$ cat config.mk
export PLATFORM = sky130hd
export DESIGN_NAME = fprint_gated_pio_flat
export DESIGN_NICKNAME = d
export VERILOG_FILES = /design/src/rtl/fprint_gated_pio_if.sv /design/src/rtl/fprint_gated_pio.sv /design/src/flat_wrapper.sv
export SDC_FILE = /design/constraint.sdc
export NUM_CORES = 1
export LEC_CHECK = 0
export CAP_MARGIN = 40
export CORE_ASPECT_RATIO = 1.5
export CORE_MARGIN = 3
export CORE_UTILIZATION = 35
export CTS_BUF_LIST = sky130_fd_sc_hd__clkbuf_16
export DETAILED_ROUTE_END_ITERATION = 8
export PLACE_DENSITY = 0.67
export RECOVER_POWER = 25
export SLEW_MARGIN = 20
export SYNTH_ARGS = -nofsm -noshare
export SYNTH_HDL_FRONTEND = slang
export SYNTH_SLANG_ARGS = --single-unit
$ cat constraint.sdc
create_clock -name clk -period 3.6 [get_ports clk]
set_input_delay 0.72 -clock clk [delete_from_list [all_inputs] [get_ports clk]]
set_output_delay 0.72 -clock clk [all_outputs]
set_load 0.01 [all_outputs]
$ cat src/rtl/fprint_gated_pio_if.sv
// Bus bundle for fprint_gated_pio: the Avalon register port, the task context,
// the comparator release/discard controls and the committed output with its pulses.
interface fprint_gated_pio_if #(
  parameter int DATA_W = 4,
  parameter int TASK_W = 5
);
  logic [1:0]        address;
  logic              chipselect;
  logic              write_n;
  logic [31:0]       writedata;
  logic [31:0]       readdata;
  logic [TASK_W:0]   active_task;
  logic              io_release;
  logic [TASK_W-1:0] io_key;
  logic              io_discard;
  logic [DATA_W-1:0] out_port;
  logic              release_ack;
  logic              release_reject;

  modport master (
    output address, chipselect, write_n, writedata, active_task,
           io_release, io_key, io_discard,
    input  readdata, out_port, release_ack, release_reject
  );

  modport slave (
    input  address, chipselect, write_n, writedata, active_task,
           io_release, io_key, io_discard,
    output readdata, out_port, release_ack, release_reject
  );
endinterface

$ cat src/rtl/fprint_gated_pio.sv
// Gated parallel output: software stages task-tagged values in a FIFO, and only a
// release whose key matches the head task id may commit the head value to out_port.
module fprint_gated_pio #(
  parameter int                DATA_W    = 4,
  parameter int                DEPTH     = 4,
  parameter int                TASK_W    = 5,
  parameter logic [DATA_W-1:0] RESET_VAL = '0
) (
  input  logic              clk,
  input  logic              reset_n,
  fprint_gated_pio_if.slave bus
);

  localparam int PTR_W = (DEPTH > 1) ? $clog2(DEPTH) : 1;
  localparam int CNT_W = PTR_W + 1;

  logic [DATA_W-1:0] data_mem [DEPTH];
  logic [TASK_W-1:0] id_mem   [DEPTH];

  logic [PTR_W-1:0]  rd_ptr;
  logic [PTR_W-1:0]  wr_ptr;
  logic [CNT_W-1:0]  count;
  logic              full;
  logic              empty;
  logic              ovf;
  logic              rej;
  logic [DATA_W-1:0] out_q;
  logic              ack_q;
  logic              rej_q;

  logic              bus_wr;
  logic              stage_wr;
  logic              status_wr;
  logic              head_hit;
  logic              push;
  logic              pop;
  logic              ovf_set;
  logic              rej_set;
  logic [31:0]       rd_data;

  assign full      = (count == CNT_W'(DEPTH));
  assign empty     = (count == '0);

  assign bus_wr    = bus.chipselect & ~bus.write_n;
  assign stage_wr  = bus_wr & (bus.address == 2'd0) & bus.active_task[TASK_W];
  assign status_wr = bus_wr & (bus.address == 2'd1);
  assign head_hit  = ~empty & (id_mem[rd_ptr] == bus.io_key);

  // Discard overrides everything: no commit, no refusal, and the staged write is lost.
  assign pop       = bus.io_release & head_hit & ~bus.io_discard;
  assign rej_set   = bus.io_release & ~head_hit & ~bus.io_discard;
  assign push      = stage_wr & ~bus.io_discard & (~full | pop);
  assign ovf_set   = stage_wr & ~bus.io_discard & full & ~pop;

  always_ff @(posedge clk or negedge reset_n) begin
    if (!reset_n) begin
      rd_ptr <= '0;
      wr_ptr <= '0;
      count  <= '0;
    end else if (bus.io_discard) begin
      rd_ptr <= '0;
      wr_ptr <= '0;
      count  <= '0;
    end else begin
      if (push)
        wr_ptr <= wr_ptr + 1'b1;
      if (pop)
        rd_ptr <= rd_ptr + 1'b1;
      if (push && !pop)
        count <= count + 1'b1;
      else if (pop && !push)
        count <= count - 1'b1;
    end
  end

  // Storage carries no reset; occupancy is tracked solely by count and the pointers.
  always_ff @(posedge clk) begin
    if (push) begin
      data_mem[wr_ptr] <= bus.writedata[DATA_W-1:0];
      id_mem[wr_ptr]   <= bus.active_task[TASK_W-1:0];
    end
  end

  always_ff @(posedge clk or negedge reset_n) begin
    if (!reset_n) begin
      out_q <= RESET_VAL;
      ack_q <= 1'b0;
      rej_q <= 1'b0;
    end else begin
      ack_q <= pop;
      rej_q <= rej_set;
      if (pop)
        out_q <= data_mem[rd_ptr];
    end
  end

  // Sticky flags: a set in the same cycle as a write-1-to-clear keeps the flag up.
  always_ff @(posedge clk or negedge reset_n) begin
    if (!reset_n) begin
      ovf <= 1'b0;
      rej <= 1'b0;
    end else begin
      if (ovf_set)
        ovf <= 1'b1;
      else if (status_wr && bus.writedata[3])
        ovf <= 1'b0;
      if (rej_set)
        rej <= 1'b1;
      else if (status_wr && bus.writedata[2])
        rej <= 1'b0;
    end
  end

  always_comb begin
    rd_data = '0;
    case (bus.address)
      2'd0: rd_data[DATA_W-1:0] = out_q;
      2'd1: begin
        rd_data[12:8] = 5'(count);
        rd_data[3]    = ovf;
        rd_data[2]    = rej;
        rd_data[1]    = full;
        rd_data[0]    = empty;
      end
      2'd2: begin
        if (!empty) begin
          rd_data[TASK_W+15:16] = id_mem[rd_ptr];
          rd_data[DATA_W-1:0]   = data_mem[rd_ptr];
        end
      end
      default: rd_data = '0;
    endcase
  end

  assign bus.readdata       = rd_data;
  assign bus.out_port       = out_q;
  assign bus.release_ack    = ack_q;
  assign bus.release_reject = rej_q;

endmodule

$ cat src/flat_wrapper.sv
// flat-port wrapper written by rule: the top's interface ports become plain ports
module fprint_gated_pio_flat 
#(
  parameter int                DATA_W    = 4,
  parameter int                DEPTH     = 4,
  parameter int                TASK_W    = 5,
  parameter logic [DATA_W-1:0] RESET_VAL = '0
)
  (clk, reset_n, bus_address, bus_chipselect, bus_write_n, bus_writedata, bus_active_task, bus_io_release, bus_io_key, bus_io_discard, bus_readdata, bus_out_port, bus_release_ack, bus_release_reject);
  fprint_gated_pio_if #(.DATA_W(DATA_W), .TASK_W(TASK_W)) bus_i ();
  input  logic clk;
  input  logic reset_n;
  input wire logic [$bits(bus_i.address)-1:0] bus_address;
  input wire logic [$bits(bus_i.chipselect)-1:0] bus_chipselect;
  input wire logic [$bits(bus_i.write_n)-1:0] bus_write_n;
  input wire logic [$bits(bus_i.writedata)-1:0] bus_writedata;
  input wire logic [$bits(bus_i.active_task)-1:0] bus_active_task;
  input wire logic [$bits(bus_i.io_release)-1:0] bus_io_release;
  input wire logic [$bits(bus_i.io_key)-1:0] bus_io_key;
  input wire logic [$bits(bus_i.io_discard)-1:0] bus_io_discard;
  output wire logic [$bits(bus_i.readdata)-1:0] bus_readdata;
  output wire logic [$bits(bus_i.out_port)-1:0] bus_out_port;
  output wire logic [$bits(bus_i.release_ack)-1:0] bus_release_ack;
  output wire logic [$bits(bus_i.release_reject)-1:0] bus_release_reject;
  assign bus_i.address = bus_address;
  assign bus_i.chipselect = bus_chipselect;
  assign bus_i.write_n = bus_write_n;
  assign bus_i.writedata = bus_writedata;
  assign bus_i.active_task = bus_active_task;
  assign bus_i.io_release = bus_io_release;
  assign bus_i.io_key = bus_io_key;
  assign bus_i.io_discard = bus_io_discard;
  assign bus_readdata = bus_i.readdata;
  assign bus_out_port = bus_i.out_port;
  assign bus_release_ack = bus_i.release_ack;
  assign bus_release_reject = bus_i.release_reject;
  fprint_gated_pio #(.DATA_W(DATA_W), .DEPTH(DEPTH), .TASK_W(TASK_W), .RESET_VAL(RESET_VAL)) u_core (.clk(clk), .reset_n(reset_n), .bus(bus_i));
endmodule
==> impl_metrics.toml, run 1 <==
[outcome]
status = "complete, no violations"

[layout]
flow.area_growth_from_synthesis_pct = 23.8
post_route_cells_drive_above_1_share = 0.189
finalNetCount = 288
insertedDiodeCount = 0
fillers = 634
layout_common_cells = "sky130_fd_sc_hd__edfxtp_1, sky130_fd_sc_hd__clkdlybuf4s50_1, sky130_fd_sc_hd__conb_1, sky130_fd_sc_hd__dfrtp_1"
final_design_utilization = 0.452
layout_commonest_cell = "sky130_fd_sc_hd__edfxtp_1"

[synthesis]
syn-mean-instance-area_um2 = 13.9
synth_seq_area_share = 0.571
synth_cell_types = 42
synth-main-ff-cell = "sky130_fd_sc_hd__edfxtp_1"
post-synth-top-area-fraction = 0.424
ys.warnings.count = 0
netlist.top_cell.by_area = "sky130_fd_sc_hd__edfxtp_1"
async_reset_ff_frac = 0.294
number_of_synthesized_flops_with_an_enable_pin = 36
number_of_cells_produced_by_synthesis = 183
ys_ff_latch = 51
synth.cell_area_um2 = 2550
synth.top_cells.by_area = "sky130_fd_sc_hd__edfxtp_1, sky130_fd_sc_hd__dfrtp_1, sky130_fd_sc_hd__mux4_2"

[drt]
m1WireLength_um = 2030
dr.pass1.iters = 4
remaining_drc_errors = 0
topRoutingLayerUsed = "met4"
vias = 1502
wl_met2_um = 2700
detail-route-antenna-nets = 0
avgViaCountPerCell = 4.55
drt_iter0_drc = 55
wire_per_inst_um = 15.2
detailroute.wirelength.met3_um = 248
wl_um = 5020

[sta]
layout_min_cycle_time_ns = 3.19
max_fclk_mhz = 313
fin_setup_tns_ns = 0
period_share = 0.887
unrepaired_setup_endpoints_after_global_routing = "false"
number_of_max_slew_violations_in_the_final_report = 0
worst-slew-pin-transition_ns = 0.711
timing_hold_violations_final = 0
finClkSkew_ns = 0.00752
slew_headroom = 0.524
setup_viol_count_final = 0
timing.final.ws_setup_ns = 0.407

[floorplan]
die_y_um = 111
dieArea_um2 = 8370
start_util = 0.365
dieWidth_um = 75.7
floorplan.rows = 37
core_region_area_um2 = 6990
num_io_pins = 89

[power]
vdd_ir_drop_max_mv = 0.289
intPower_w = 0.000925
total_power_w = 0.00117
switching_power_w = 0.000244
p_leak_nw = 1.20
power.share.switching = 0.209
share_clk_of_total_power = 0.392
share_seq_of_total_power = 0.542
combPwrFrac = 0.066
power_per_cell_area_nw_per_um2 = 371

[setup_path]
cp.arrival_ns = 2.47
rr_startpoint = "u_core.rd_ptr[0]$_DFFE_PN0P_"
cpMostUsedCell = "sky130_fd_sc_hd__clkdlybuf4s50_1"
rr_endpoint = "u_core.count[2]$_DFFE_PN0P_"
critPathCaptureType = "output port"
path_class = "in2out"
r2r_slack_ns = 0.51
worst-endpoint-required_ns = 2.88
cp.depth = 6
critical_path_s_slowest_cell = "sky130_fd_sc_hd__clkdlybuf4s50_1"
critical_path.startpoint_type = "input port"
critical_path_buf_inv_count = 2
timing.critical_path.cells = "clkdlybuf4s50_1 > nor2_1 > and2_1 > nand2_1 > o21ai_0 > clkdlybuf4s50_1"
reg2reg_depth = 10
critical_path.top_delay_family = "buffers and inverters"
cp_max_fo = 5
critPathMaxStageDelay_ns = 0.58

[clock_tree]
hold_bufs_inserted_after_cts = 0
cts_sink_cnt = 51
cts.root.buffer_cell = "sky130_fd_sc_hd__clkbuf_16"
clock_path_buffers = 2
worst_setup_hold_path_clk_slew_ns = 0.07
htree_levels = 2
clk_latency_ns = 0.29
postCtsSetupRepairBufs = 0
ctsResizeCount = 0
cts_made_buffers = 5
tritoncts = "yes"

[global_route]
grt_max_degree = 17
globalRoute.totalOverflow = 0
grt_pass1_wl_um = 7810
groute.usage.overall = 0.126
first_global_vias = 1576
grt_antenna_before_repair = 0

[place]
placed_wire_length_estimate_after_detailed_placement_um = 3840
post-place-ws_ns = 0.289
routabilityCongestion = 0.716
place.port_buffers = 40

[min_path]
whs_path_depth = 1
min-delay-path-class = "reg2reg"
worst_hold_startpoint = "u_core.rej$_DFFE_PN0P_"
hold-path-endpoint = "u_core.rej$_DFFE_PN0P_"

[run]
max_cap_violations = 0
==> Yosys cell counts (3+ instances only) <==
cell type                  count
sky130_fd_sc_hd__mux2i_1       6
sky130_fd_sc_hd__edfxtp_1     36
sky130_fd_sc_hd__and3_1        5
sky130_fd_sc_hd__dfrtp_1      15
sky130_fd_sc_hd__xnor2_1       4
sky130_fd_sc_hd__o21ai_0       6
sky130_fd_sc_hd__nand3_1       4
sky130_fd_sc_hd__mux2_2        6
sky130_fd_sc_hd__nand2_1      10
sky130_fd_sc_hd__ha_1          4
sky130_fd_sc_hd__and2_1        8
sky130_fd_sc_hd__inv_1         5
sky130_fd_sc_hd__mux4_2        7
sky130_fd_sc_hd__buf_4        20
sky130_fd_sc_hd__nor2b_1       3
sky130_fd_sc_hd__nor2_1        8
sky130_fd_sc_hd__xor2_1        5
==> flip-flops by register name (all words and copies together) (netlist names) <==
| name | count |
|---|---|
| u_core.ovf | 1 |
| u_core.wr_ptr | 2 |
| u_core.bus.release_reject | 1 |
| u_core.id_mem | 20 |
| u_core.rej | 1 |
| u_core.bus.out_port | 4 |
| u_core.count | 3 |
| u_core.data_mem | 16 |
| u_core.bus.release_ack | 1 |
| u_core.rd_ptr | 2 |
==> cells by family after synthesis <==
kind of cell | Yosys count | share of synthesized area
adder cells (fa/ha/maj) | 5 | 0.0275
other | 1 | 0.00147
multiplexers | 21 | 0.128
AND/OR/NAND/NOR | 50 | 0.111
flip-flops | 51 | 0.571
buffers and inverters | 33 | 0.0888
AO/OA/AOI/OAI | 13 | 0.0412
XOR/XNOR | 9 | 0.0309
==> worst max-delay path by stage <==
stage                                            start  slack (ns)                     endpoint
after floorplan           u_core.rd_ptr[0]$_DFFE_PN0P_        0.63  u_core.count[2]$_DFFE_PN0P_
after global placement                   bus_io_key[1]        0.32  u_core.count[2]$_DFFE_PN0P_
after detailed placement                 bus_io_key[1]        0.29  u_core.count[2]$_DFFE_PN0P_
after CTS                               bus_address[1]        0.39              bus_readdata[0]
after global routing      u_core.rd_ptr[0]$_DFFE_PN0P_        0.28  u_core.count[2]$_DFFE_PN0P_
final                                   bus_address[0]        0.41              bus_readdata[0]
==> cell type report <==
type / instances / area, um^2 / area share
inverters: 6 / 22.5 / 0.00713
clock buffers: 5 / 125 / 0.0396
clock inverters: 3 / 17.5 / 0.00555
flip-flops and latches: 51 / 1460 / 0.461
well taps: 97 / 121 / 0.0384
repair buffers: 50 / 475 / 0.151
multi-input cells: 118 / 938 / 0.297
==> metal layers <==
metal,GRT usage,vias up
li1,-,707
met1,0.154,736
met2,0.214,54
met3,0.0291,5
met4,0.0350,0
met5,0,-
==> power groups by stage <==
stage	Clock, W	Sequential [W]	Combinational (W)
2_1_floorplan	0	0.000647	0.0000483
3_3_place_gp	0	0.000647	0.0000788
3_5_place_dp	0	0.000647	0.0000796
4_1_cts	0.000471	0.000634	0.0000799
5_1_grt	0.000498	0.000634	0.0000853
6_report	0.000459	0.000634	0.0000770
==> stage by stage <==
step	std cells	hold slack, ns	cell area (um^2)
floorplan	202	0.424	2620
global placement	322	0.467	3010
detailed placement	322	0.471	3010
CTS	330	0.487	3160
global route	330	0.509	3160
finish	330	0.486	3160
Note: power is estimated with default switching activity, not from simulation.
==> run 2, diff against run 1 <==
- CORE_ASPECT_RATIO: 1.5 -> 0.8
==> impl_metrics.toml, run 2 (synthesized netlist as in run 1, its figures left out) <==
[outcome]
status = "complete, no violations"

[sta]
number_of_max_slew_violations_in_the_final_report = 0
unrepaired_setup_endpoints_after_global_routing = "false"
setup_viol_count_final = 0
period_share = 0.903
worst-slew-pin-transition_ns = 0.707
timing_hold_violations_final = 0
finClkSkew_ns = 0.00722
slew_headroom = 0.527
max_fclk_mhz = 308
layout_min_cycle_time_ns = 3.25
fin_setup_tns_ns = 0

[floorplan]
start_util = 0.366
die_y_um = 82.3
floorplan.rows = 27
core_region_area_um2 = 6960
dieArea_um2 = 8350
dieWidth_um = 101
num_io_pins = 89

[global_route]
groute.usage.overall = 0.128
grt_antenna_before_repair = 0
globalRoute.totalOverflow = 0
first_global_vias = 1482
grt_max_degree = 16
grt_pass1_wl_um = 7760

[layout]
largest_register = "u_core.id_mem"
largest_register_ffs = 20
insertedDiodeCount = 0
layout_commonest_cell = "sky130_fd_sc_hd__edfxtp_1"
fillers = 636
multiInputGateArea_um2 = 938
layout_common_cells = "sky130_fd_sc_hd__edfxtp_1, sky130_fd_sc_hd__clkdlybuf4s50_1, sky130_fd_sc_hd__conb_1, sky130_fd_sc_hd__dfrtp_1"
regArea_um2 = 1460
finalNetCount = 288
flow.area_growth_from_synthesis_pct = 23.1
post_route_cells_drive_above_1_share = 0.189
stdcell_area_um2 = 3140

[clock_tree]
tritoncts = "yes"
cts_sink_cnt = 51
clock_path_buffers = 2
postCtsSetupRepairBufs = 0
hold_bufs_inserted_after_cts = 0
cts_made_buffers = 5
htree_levels = 2
worst_setup_hold_path_clk_slew_ns = 0.07
clk_latency_ns = 0.29
ctsResizeCount = 0
cts.root.buffer_cell = "sky130_fd_sc_hd__clkbuf_16"

[drt]
wire_per_inst_um = 15.3
avgViaCountPerCell = 4.63
detailroute.wirelength.met3_um = 206
dr.pass1.iters = 4
m1WireLength_um = 2180
topRoutingLayerUsed = "met4"
drt_iter0_drc = 49
remaining_drc_errors = 0
wl_um = 4900
wl_met2_um = 2450
vias = 1482
detail-route-antenna-nets = 0

[power]
intPower_w = 0.000922
switching_power_w = 0.000235
share_clk_of_total_power = 0.384
power.share.switching = 0.203
power_per_cell_area_nw_per_um2 = 369
p_leak_nw = 1.20
combPwrFrac = 0.068
share_seq_of_total_power = 0.548
vdd_ir_drop_max_mv = 0.180

[setup_path]
critPathCaptureType = "register"
critical_path.startpoint_type = "register"
cp.arrival_ns = 3.42
worst-endpoint-required_ns = 3.77
path_class = "reg2reg"
cp_max_fo = 9

[place]
placed_wire_length_estimate_after_detailed_placement_um = 3780
placement.cell_area_um2 = 3000
place.port_buffers = 40
routabilityCongestion = 0.775

[min_path]
min-delay-path-class = "reg2reg"

[run]
max_cap_violations = 0
==> run 2: cell count changes in the layout (fill, tap and decap cells not counted), sizes merged <==
cell and delta:
clkinv -1, inv +1
==> run 2: area by class of cell <==
cell class	count	share of cell area
repair buffers	50	0.151
clock buffers	5	0.0399
flip-flops and latches	51	0.464
multi-input cells	118	0.299
inverters	6	0.00717
clock inverters	3	0.00399
well taps	87	0.0347
==> run 2: final timing paths <==
kind,slack [ns],startpoint,to,depth (start not counted)
setup reg to reg,0.35,u_core.rd_ptr[0]$_DFFE_PN0P_,u_core.count[2]$_DFFE_PN0P_,10
setup / recovery,0.35,u_core.rd_ptr[0]$_DFFE_PN0P_,u_core.count[2]$_DFFE_PN0P_,10
min in group asynchronous,0.85,reset_n,u_core.bus.release_ack$_DFF_PN0_,1
hold reg to reg,0.49,u_core.rej$_DFFE_PN0P_,u_core.rej$_DFFE_PN0P_,1
hold / removal,0.49,u_core.rej$_DFFE_PN0P_,u_core.rej$_DFFE_PN0P_,1
max in group asynchronous,2.29,reset_n,u_core.bus.out_port[0]$_DFFE_PN0N_,1
==> run 2: metrics by stage <==
| stage | instances | hold WS [ns] | power, W | util | setup WS (ns) |
|---|---|---|---|---|---|
| after floorplan | 202 | 0.424 | 0.000695 | - | 0.626 |
| after global placement | 312 | 0.466 | 0.000727 | 0.431 | 0.302 |
| after detailed placement | 312 | 0.474 | 0.000728 | 0.431 | 0.294 |
| after CTS | 320 | 0.487 | 0.00117 | 0.451 | 0.302 |
| after global routing | 320 | 0.499 | 0.00120 | 0.451 | 0.125 |
| final | 320 | 0.485 | 0.00116 | 0.451 | 0.351 |
==> run 2: power groups by stage <==
stage | Sequential [W] | Clock (W) | Combinational, W
6_report | 0.000634 | 0.000444 | 0.0000790
5_1_grt | 0.000634 | 0.000479 | 0.0000880
4_1_cts | 0.000634 | 0.000458 | 0.0000815
3_5_place_dp | 0.000647 | 0 | 0.0000811
3_3_place_gp | 0.000647 | 0 | 0.0000804
2_1_floorplan | 0.000647 | 0 | 0.0000483
==> run 2: metal layers <==
layer,up-vias,track usage
met2,37,0.212
met4,0,0.0518
met3,5,0.0294
li1,711,-
met1,729,0.162
met5,-,0
==> run 2: worst max-delay path, stage by stage (launching register included) <==
cell and delay, ns:
sky130_fd_sc_hd__dfrtp_1 0.61, sky130_fd_sc_hd__mux4_2 0.58, sky130_fd_sc_hd__xor2_1 0.18, sky130_fd_sc_hd__a2111oi_4 0.40
sky130_fd_sc_hd__and3_1 0.24, sky130_fd_sc_hd__nor3_1 0.06, sky130_fd_sc_hd__fa_1 0.38, sky130_fd_sc_hd__or2_2 0.30
sky130_fd_sc_hd__mux2i_1 0.16, sky130_fd_sc_hd__xnor2_1 0.13, sky130_fd_sc_hd__o21ai_0 0.09
==> run 3, diff against run 2 <==
- CORE_UTILIZATION: 35 -> 45
- PLACE_DENSITY: 0.67 -> 0.82
==> impl_metrics.toml, run 3 (synthesized netlist as in run 1, its figures left out) <==
[outcome]
status = "complete, no violations"

[clock_tree]
cts_made_buffers = 5
clk_latency_ns = 0.28
htree_levels = 2
cts_sink_cnt = 51
tritoncts = "yes"
postCtsSetupRepairBufs = 0
ctsResizeCount = 0
hold_bufs_inserted_after_cts = 0
clock_path_buffers = 2
worst_setup_hold_path_clk_slew_ns = 0.07
cts.root.buffer_cell = "sky130_fd_sc_hd__clkbuf_16"

[global_route]
grt_pass1_wl_um = 7760
grt_util_met1 = 0.192
busiest_layer = "met2"
grt_antenna_before_repair = 0
grt_util_met3 = 0.0389
globalRoute.totalOverflow = 0
gr-usage-met2 = 0.277
first_global_vias = 1533
groute.usage.overall = 0.157
grt_max_degree = 18

[sta]
layout_min_cycle_time_ns = 3.37
fin_setup_tns_ns = 0
number_of_max_slew_violations_in_the_final_report = 0
worst-slew-pin-transition_ns = 0.691
finClkSkew_ns = 0.00606
slew_headroom = 0.538
period_share = 0.936
unrepaired_setup_endpoints_after_global_routing = "false"
timing_hold_violations_final = 0
max_fclk_mhz = 297
setup_viol_count_final = 0

[setup_path]
reg2reg_depth = 10
rr_startpoint = "u_core.rd_ptr[0]$_DFFE_PN0P_"
r2r_slack_ns = 0.23
cp.arrival_ns = 3.53
critPathCaptureType = "register"
path_class = "reg2reg"
worst-endpoint-required_ns = 3.76
rr_endpoint = "u_core.count[2]$_DFFE_PN0P_"
critical_path.startpoint_type = "register"
cp_max_fo = 11

[place]
routabilityCongestion = 0.877
cells_after_dpl = 295
placed_wire_length_estimate_after_detailed_placement_um = 3640
place.port_buffers = 40

[floorplan]
dieArea_um2 = 6610
core_region_area_um2 = 5240
die_y_um = 73.3
num_io_pins = 89
floorplan.rows = 23
start_util = 0.487
dieWidth_um = 90.2

[power]
share_seq_of_total_power = 0.539
p_leak_nw = 1.17
vdd_ir_drop_max_mv = 0.301
power_per_cell_area_nw_per_um2 = 380
combPwrFrac = 0.066
switching_power_w = 0.000247
power.share.switching = 0.210
share_clk_of_total_power = 0.396
intPower_w = 0.000930

[layout]
post_route_cells_drive_above_1_share = 0.175
layout_commonest_cell = "sky130_fd_sc_hd__edfxtp_1"
multiInputGateArea_um2 = 938
largest_register = "u_core.id_mem"
flow.area_growth_from_synthesis_pct = 21.5
layout.cells.non_filler = 303
layout_common_cells = "sky130_fd_sc_hd__edfxtp_1, sky130_fd_sc_hd__clkdlybuf4s50_1, sky130_fd_sc_hd__conb_1, sky130_fd_sc_hd__dfrtp_1, sky130_fd_sc_hd__nand2_1"
fillers = 423
finalNetCount = 283
insertedDiodeCount = 0
regArea_um2 = 1460
largest_register_ffs = 20

[min_path]
whs_path_depth = 1
hold-path-endpoint = "u_core.rej$_DFFE_PN0P_"
min-delay-path-class = "reg2reg"
worst_hold_startpoint = "u_core.rej$_DFFE_PN0P_"

[drt]
wl_um = 4850
drt_iter0_drc = 73
wire_per_inst_um = 16.0
dr.pass1.iters = 4
avgViaCountPerCell = 4.94
detail-route-antenna-nets = 0
vias = 1497
remaining_drc_errors = 0

[run]
max_cap_violations = 0
[run 3: how the worst max path moves through the flow]
stage | from | slack, ns | cells after the start | to
after floorplan | u_core.rd_ptr[0]$_DFFE_PN0P_ | 0.63 | 11 | u_core.count[2]$_DFFE_PN0P_
after global placement | u_core.rd_ptr[0]$_DFFE_PN0P_ | 0.26 | 10 | u_core.count[2]$_DFFE_PN0P_
after detailed placement | u_core.rd_ptr[0]$_DFFE_PN0P_ | 0.21 | 10 | u_core.count[2]$_DFFE_PN0P_
after CTS | u_core.rd_ptr[0]$_DFFE_PN0P_ | 0.19 | 10 | u_core.count[2]$_DFFE_PN0P_
after global routing | u_core.rd_ptr[0]$_DFFE_PN0P_ | 0.03 | 10 | u_core.count[2]$_DFFE_PN0P_
final | u_core.rd_ptr[0]$_DFFE_PN0P_ | 0.23 | 10 | u_core.count[2]$_DFFE_PN0P_
[run 3: power groups by stage]
stage / clock network, W / registers (W) / logic, W
floorplan: 0 / 0.000647 / 0.0000483
global placement: 0 / 0.000647 / 0.0000783
detailed placement: 0 / 0.000647 / 0.0000795
CTS: 0.000476 / 0.000634 / 0.0000797
global route: 0.000508 / 0.000634 / 0.0000844
finish: 0.000466 / 0.000634 / 0.0000773
[run 3: per-layer routing]
metal	share of wire	vias up
li1	-	697
met1	0.41	745
met2	0.52	53
met3	0.059	2
met4	0.0074	0
met5	0	-
[run 3: metrics by stage]
stage | total power (W) | util | worst slack [ns] | area [um^2] | hold WS (ns)
floorplan | 0.000695 | - | 0.626 | 2620 | 0.424
global placement | 0.000725 | 0.563 | 0.257 | 2950 | 0.462
detailed placement | 0.000726 | 0.563 | 0.210 | 2950 | 0.482
CTS | 0.00119 | 0.591 | 0.187 | 3100 | 0.498
global route | 0.00123 | 0.591 | 0.0324 | 3100 | 0.513
finish | 0.00118 | 0.591 | 0.231 | 3100 | 0.494
[run 3: critical path: stages (launching register included)]
cell and delay (ns):
sky130_fd_sc_hd__dfrtp_1 0.70, sky130_fd_sc_hd__mux4_2 0.62, sky130_fd_sc_hd__xor2_1 0.19, sky130_fd_sc_hd__a2111oi_4 0.38, sky130_fd_sc_hd__and3_1 0.24, sky130_fd_sc_hd__nor3_1 0.06
sky130_fd_sc_hd__fa_1 0.38, sky130_fd_sc_hd__or2_2 0.30, sky130_fd_sc_hd__mux2i_1 0.16, sky130_fd_sc_hd__xnor2_1 0.13, sky130_fd_sc_hd__o21ai_0 0.09
[run 3: cell type report]
cell class	count	area share
tap	75	0.0303
clock buffer	5	0.0404
multi-input combinational	118	0.303
sequential	51	0.470
timing repair buffer	45	0.141
clock inverter	3	0.00767
inverter	6	0.00727
